**src/rtl/req_ack_responder_pkg.sv**
```systemverilog
// Shared types and sizing helpers for the req/ack responder.
package req_ack_pkg;

    typedef enum logic [1:0] {
        IDLE = 2'd0,
        PROC = 2'd1,
        RESP = 2'd2
    } resp_state_e;

    // Counter must hold LATENCY-1; guard keeps the width legal even for a bad LATENCY.
    function automatic int cnt_width(input int latency);
        return (latency < 1) ? 1 : $clog2(latency + 1);
    endfunction

endpackage

```
**src/rtl/req_ack_responder_counter.sv**
```systemverilog
// Loadable down-counter with a zero flag; paces the PROC phase of the responder.
module resp_delay_counter
    import req_ack_pkg::*;
#(
    parameter int CW = 2
) (
    input  logic          clk,
    input  logic          rst,
    input  logic          load,
    input  logic          en,
    input  logic [CW-1:0] load_val,
    output logic          zero
);

    logic [CW-1:0] cnt_q;
    logic [CW-1:0] cnt_d;

    always_comb begin
        cnt_d = cnt_q;
        if (load) begin
            cnt_d = load_val;
        end else if (en && (cnt_q != '0)) begin
            cnt_d = cnt_q - 1'b1;
        end
    end

    always_ff @(posedge clk) begin
        if (rst) begin
            cnt_q <= '0;
        end else begin
            cnt_q <= cnt_d;
        end
    end

    assign zero = (cnt_q == '0);

endmodule

```
**src/rtl/req_ack_responder.sv**
```systemverilog
// Responder end of a req/ack handshake: captures data, waits LATENCY cycles,
// then offers data+OFFSET on a valid/ready response channel.
module req_ack_responder
    import req_ack_pkg::*;
#(
    parameter int DW      = 8,
    parameter int LATENCY = 2,
    parameter int OFFSET  = 1
) (
    input  logic          clk,
    input  logic          rst,
    input  logic          req,
    input  logic [DW-1:0] req_data,
    output logic          ack,
    output logic          busy,
    output logic          rsp_valid,
    output logic [DW-1:0] rsp_data,
    input  logic          rsp_ready
);

    localparam int            CW       = cnt_width(LATENCY);
    localparam logic [CW-1:0] LOAD_VAL = CW'((LATENCY < 1) ? 0 : LATENCY - 1);
    localparam logic [DW-1:0] OFF_V    = DW'(OFFSET);

    if (LATENCY < 1) begin : g_bad_latency
        $error("req_ack_responder: LATENCY must be >= 1");
    end

    resp_state_e   state_q, state_d;
    logic [DW-1:0] data_q, data_d;
    logic          cnt_load, cnt_en, cnt_zero;

    resp_delay_counter #(.CW(CW)) u_cnt (
        .clk      (clk),
        .rst      (rst),
        .load     (cnt_load),
        .en       (cnt_en),
        .load_val (LOAD_VAL),
        .zero     (cnt_zero)
    );

    always_comb begin
        state_d   = state_q;
        data_d    = data_q;
        cnt_load  = 1'b0;
        cnt_en    = 1'b0;
        ack       = 1'b0;
        rsp_valid = 1'b0;
        rsp_data  = '0;
        unique case (state_q)
            IDLE: begin
                ack = req;
                if (req) begin
                    data_d   = req_data;
                    cnt_load = 1'b1;
                    state_d  = PROC;
                end
            end
            PROC: begin
                cnt_en = 1'b1;
                if (cnt_zero) begin
                    data_d  = data_q + OFF_V;   // carry intentionally dropped
                    state_d = RESP;
                end
            end
            RESP: begin
                rsp_valid = 1'b1;
                rsp_data  = data_q;
                // A waiting req is only seen once back in IDLE, never in this cycle.
                if (rsp_ready) begin
                    state_d = IDLE;
                end
            end
            default: state_d = IDLE;
        endcase
    end

    always_ff @(posedge clk) begin
        if (rst) begin
            state_q <= IDLE;
            data_q  <= '0;
        end else begin
            state_q <= state_d;
            data_q  <= data_d;
        end
    end

    assign busy = (state_q != IDLE);

endmodule

```
**config.mk**
```make
export PLATFORM = sky130hd
export DESIGN_NAME = req_ack_responder
export DESIGN_NICKNAME = d
export VERILOG_FILES = /design/src/rtl/req_ack_responder_pkg.sv /design/src/rtl/req_ack_responder_counter.sv /design/src/rtl/req_ack_responder.sv
export SDC_FILE = /design/constraint.sdc
export NUM_CORES = 1
export LEC_CHECK = 0
export CAP_MARGIN = 20
export CORE_MARGIN = 8
export CORE_UTILIZATION = 45
export CTS_BUF_LIST = sky130_fd_sc_hd__clkbuf_8
export CTS_CLUSTER_SIZE = 25
export DETAILED_ROUTE_END_ITERATION = 10
export DONT_BUFFER_PORTS = 1
export MAX_ROUTING_LAYER = met4
export PLACE_DENSITY_LB_ADDON = 0.05
export SLEW_MARGIN = 20
export SYNTH_ARGS = -nofsm -noshare
export SYNTH_HDL_FRONTEND = slang
export SYNTH_SLANG_ARGS = --single-unit
export TNS_END_PERCENT = 10
```
**constraint.sdc**
```tcl
create_clock -name clk -period 3.25 [get_ports clk]
set_clock_uncertainty 0.1 [all_clocks]
set_input_delay 0.65 -clock clk [delete_from_list [all_inputs] [get_ports clk]]
set_output_delay 0.65 -clock clk [all_outputs]
set_load 0.02 [all_outputs]
```
Word-level counts from Yosys, hierarchy flattened --
Index checks and enable logic that the tools add are counted.
Word-level totals: bits in registers 12, bits in latches 0, RAM bits 0, memory bits (read-only) 0, output and inout port bits 11, logic and storage cells 36, memories 0
Operators by class: add/sub/neg operators 2, multipliers 0, div/mod/pow operators 0, order comparisons 0, equal/unequal tests 5, shift-type cells 0, mux-type cells 15, bitwise gates (word level) 0, reductions and logical operators 10
Operator list (count):
- 2-to-1 mux 8 bit | 3
- case mux 8 bit (2 select lines) | 1
- adder 8 x 1 -> 8 bit, second input constant | 1
- nonzero test 2 bit | 4
- 2-to-1 mux 1 bit | 7
- 2-to-1 mux 2 bit | 3
- != test 2 bit, second input constant | 3
- case mux 2 bit (3 select lines) | 1
- AND reduction 3 bit | 2
- logical NOT 2 bit | 2
- == test 2 x 1 -> 1 bit, second input constant | 1
- == test 2 bit, second input constant | 1
- OR reduction 2 bit | 1
- subtractor 2 x 1 -> 2 bit, second input constant | 1
- logical AND 1 bit | 1

Depth between registers and ports, before layout --
depth after elaboration 5, gate-level depth with buffers 7, mapped depth without buffers 6

Cells and area by module --
A second synthesis with hierarchy kept.
Second synthesis, totals: cells, all modules 100, area total of the unflattened synthesis 808.3 µm²
Modules (own cells, without submodules):
- req_ack_responder | instances 1, cells an instance 86, area each 681.9 µm²
- resp_delay_counter | instances 1, cells an instance 14, area each 126.4 µm²

Worst setup path before layout --
No wires, ideal clock.
path kind register to output, from reg state_q[0], to out rsp_data[0], arrival 1.140 ns, slack 1.360 ns, cell stages (with the launch flop) 4, path buffers 1, path through dfxtp_1 and2b_1 clkbuf_1 and2_1
Between the ends: word-level cells in the longest chain between the ends 2
Ends and longest elaborated chain:
- start: declaration | RTL line req_ack_responder.sv:29 | resp_state_e state_q, state_d;
- start signal: assignment | RTL line req_ack_responder.sv:83 | state_q <= state_d;
- == test 2 bit | RTL line req_ack_responder.sv:50 | unique case (state_q)
- 2-to-1 mux 8 bit | RTL line req_ack_responder.sv:50
- end: declaration | RTL line req_ack_responder.sv:17 | output logic [DW-1:0] rsp_data,
No other way between the ends.

Final worst setup path --
from reg state_q[1], to out ack
Between the ends: word-level cells in the longest chain between the ends 2
Ends and longest elaborated chain:
- logical NOT 2 bit | RTL line req_ack_responder.sv:50
- 2-to-1 mux 1 bit | RTL line req_ack_responder.sv:50
- end: declaration | RTL line req_ack_responder.sv:14 | output logic ack,
No other way between the ends.

==> metrics.txt <==
status completed; r2r worst-path depth 6; largest net degree at the start of global routing 15; fmax roughly 460 MHz; DRT antenna net count 0; die area 3212 µm²; finished layout cell area 775.7 µm²; Hold-fix buffers, CTS 0; Synth Flop Type dfxtp_1; Clock Sinks 12; final setup vio count 0; post-CTS setup buffers 0; die width 56.68 µm; vias per cell 5.866; antenna violations before repair 0; Synth warnings 0; TritonCTS clock tree built; reg-to-reg slack, setup 1460 ps; Tmin final 2171 ps; synth cell count leaders dfxtp_1 (12), and2_1 (11), a21oi_1 (9), nor2_1 (9), nand2_1 (7); FF-to-FF End data_q[5]$_SDFFE_PP0P_; CTS H-Tree Depth 1; syn nets 113; Cell variety after synth 31; routed length per instance 16.21 µm; post-cts repair resize count 0; final-report max-slew violation count 0; crit end category output pin; global-route wire length before repair 3.036 mm; Hold Path Sink u_cnt.cnt_q[0]$_SDFFE_PP0P_; placed inst area 734.5 µm²; routability cong. 0.7355; Tcrit/Tclk final 66.79%; total gr overflow 0; # rows 14; Setup CP Type flop to output pin; synth top area cells dfxtp_1 (32%), and2_1 (9.2%), a21oi_1 (6.1%); number of max-cap violations 0; startpoint of the worst register-to-register path u_cnt.cnt_q[0]$_SDFFE_PP0P_; critical path arrival 1420 ps; RSZ-0062 raised after global routing false; Hold Crit Start rst; die height 56.68 µm; Leak 0.2792 nW; Worst Path Max Fanout 7; initial core utilization 48.85%; Post-synth EDFFs 0; number of synthesized register bits 12; Final Hold Viols 0; Seq/Total Area, Yosys between 30% and 40%; Area Growth Syn to Fin 4.202%; synthesized cell area approximately 740 µm²; Ant. Diodes 0; Core Box Area between 1500 and 2000 µm²; clock buffer depth 2; fraction of layout cells with a size suffix above 1 approximately 6.3%; Worst setup SP type flop; DRC 0; vias 657; hold depth 1; Nets 112; Mapped Cells 99; Hold/Removal Path Class primary input to flop; Post-Route Utilization 50.90%; Worst Tran Pin Value 704.3 ps; Reg clk slew, reported paths 50 ps; Crit path required time 2500 ps; Max-slew headroom 52.87%; Setup TNS Final 0 ps; # port buffers 0; vias in the first global route 599; detailed placement HPWL 1.319 mm; io pins 23; peak supply drop roughly 0.00029 V; area leader, netlist dfxtp_1; Mean Syn Cell Area 7.520 µm²; DRT iter0 DRCs 19; Yosys top cell area share around a third; top-count cell post-synth dfxtp_1; Async SR Flop Fraction 0%; Root Buffer clkbuf_8; number of CTS-inserted buffers 3; first drt pass iteration count 4; power per cell area 509.3 nW/µm²; GRT Total Usage 12.12%; clock latency on the worst-skew pair 240 ps; Routed WL 1.815 mm; worst hold slack 371.0 ps
## per-layer routing
metal,track usage [%],routed length [µm],vias up
met2,15.83,748,18
met5,-,0,-
met1,15.15,903,299
met3,6.067,139,4
li1,-,-,336
met4,5.155,23,0
## worst max path at each step
stage / start / end / slack [ps] / depth (start not counted)
2_1_floorplan: state_q[0]$_SDFFE_PP0P_ / rsp_data[0] / 1360 / 3
3_3_place_gp: state_q[1]$_SDFFE_PP0P_ / ack / 1340 / 2
3_5_place_dp: state_q[1]$_SDFFE_PP0P_ / ack / 1330 / 2
4_1_cts: state_q[1]$_SDFFE_PP0P_ / ack / 1060 / 2
5_1_grt: state_q[1]$_SDFFE_PP0P_ / rsp_data[5] / 1010 / 2
6_report: state_q[1]$_SDFFE_PP0P_ / ack / 1080 / 2
## area by class of cell
cell class / count / area, µm²
sequential: 12 / 240.2
fill: 169 / 748.2
multi-input combinational: 76 / 455.4
tap: 16 / 20.02
inverter: 5 / 18.77
clock buffer: 3 / 41.29
## cells in the final DEF, fill, tap and decap left out
master and n:
mux2_2 1, o32ai_1 1, and2_1 11, nor2b_1 2
ha_1 2, o21ai_0 6, mux2i_1 1, nor4_1 3
or2_2 1, dfxtp_1 12, nand2b_1 4, nor2_1 9
nand4_1 1, nor3_1 4, and2b_1 1, or2_1 1
nand2_1 7, a211o_1 1, a311oi_1 2, a2111oi_0 1
o21a_1 1, nor4_2 1, a21oi_1 9, nand3b_1 1
inv_1 5, o31ai_1 1, clkbuf_8 3, xnor2_1 1
nand3_1 3
## flip-flops by register name, indices dropped and copies added (netlist names)
register	cells
u_cnt.cnt_q	2
state_q	2
data_q	8
## worst max-delay path: stages (launching register included)
cell and delay [ps]:
dfxtp_1 340, or2_2 380, nor2_1 460
## cell families after synthesis
kind of cell               Yosys count  share of synthesized area, %
AOI/OAI and AO/OA                   22                         17.98
xor gates and xnor gates             1                         1.177
adders and majority gates            2                         3.361
buffers and inverters               11                         6.555
DFF                                 12                         32.27
muxes                                2                         2.857
and+or+nand+nor                     49                         35.80
## where the power goes
part	total, mW	switching [mW]	internal (mW)
combinational	0.0775	0.0476	0.0299
sequential	0.179	0.0166	0.163
clock	0.138	0.0565	0.0819
total	0.395	0.121	0.274
## through the flow
stage               power [mW]  setup slack, ps  std cells
global route            0.4164             1014        112
global placement        0.2582             1341        109
floorplan               0.2496             1360         99
finish                  0.3951             1079        112
detailed placement      0.2600             1327        109
CTS                     0.3972             1063        112
(Power assumes the default switching activity.)
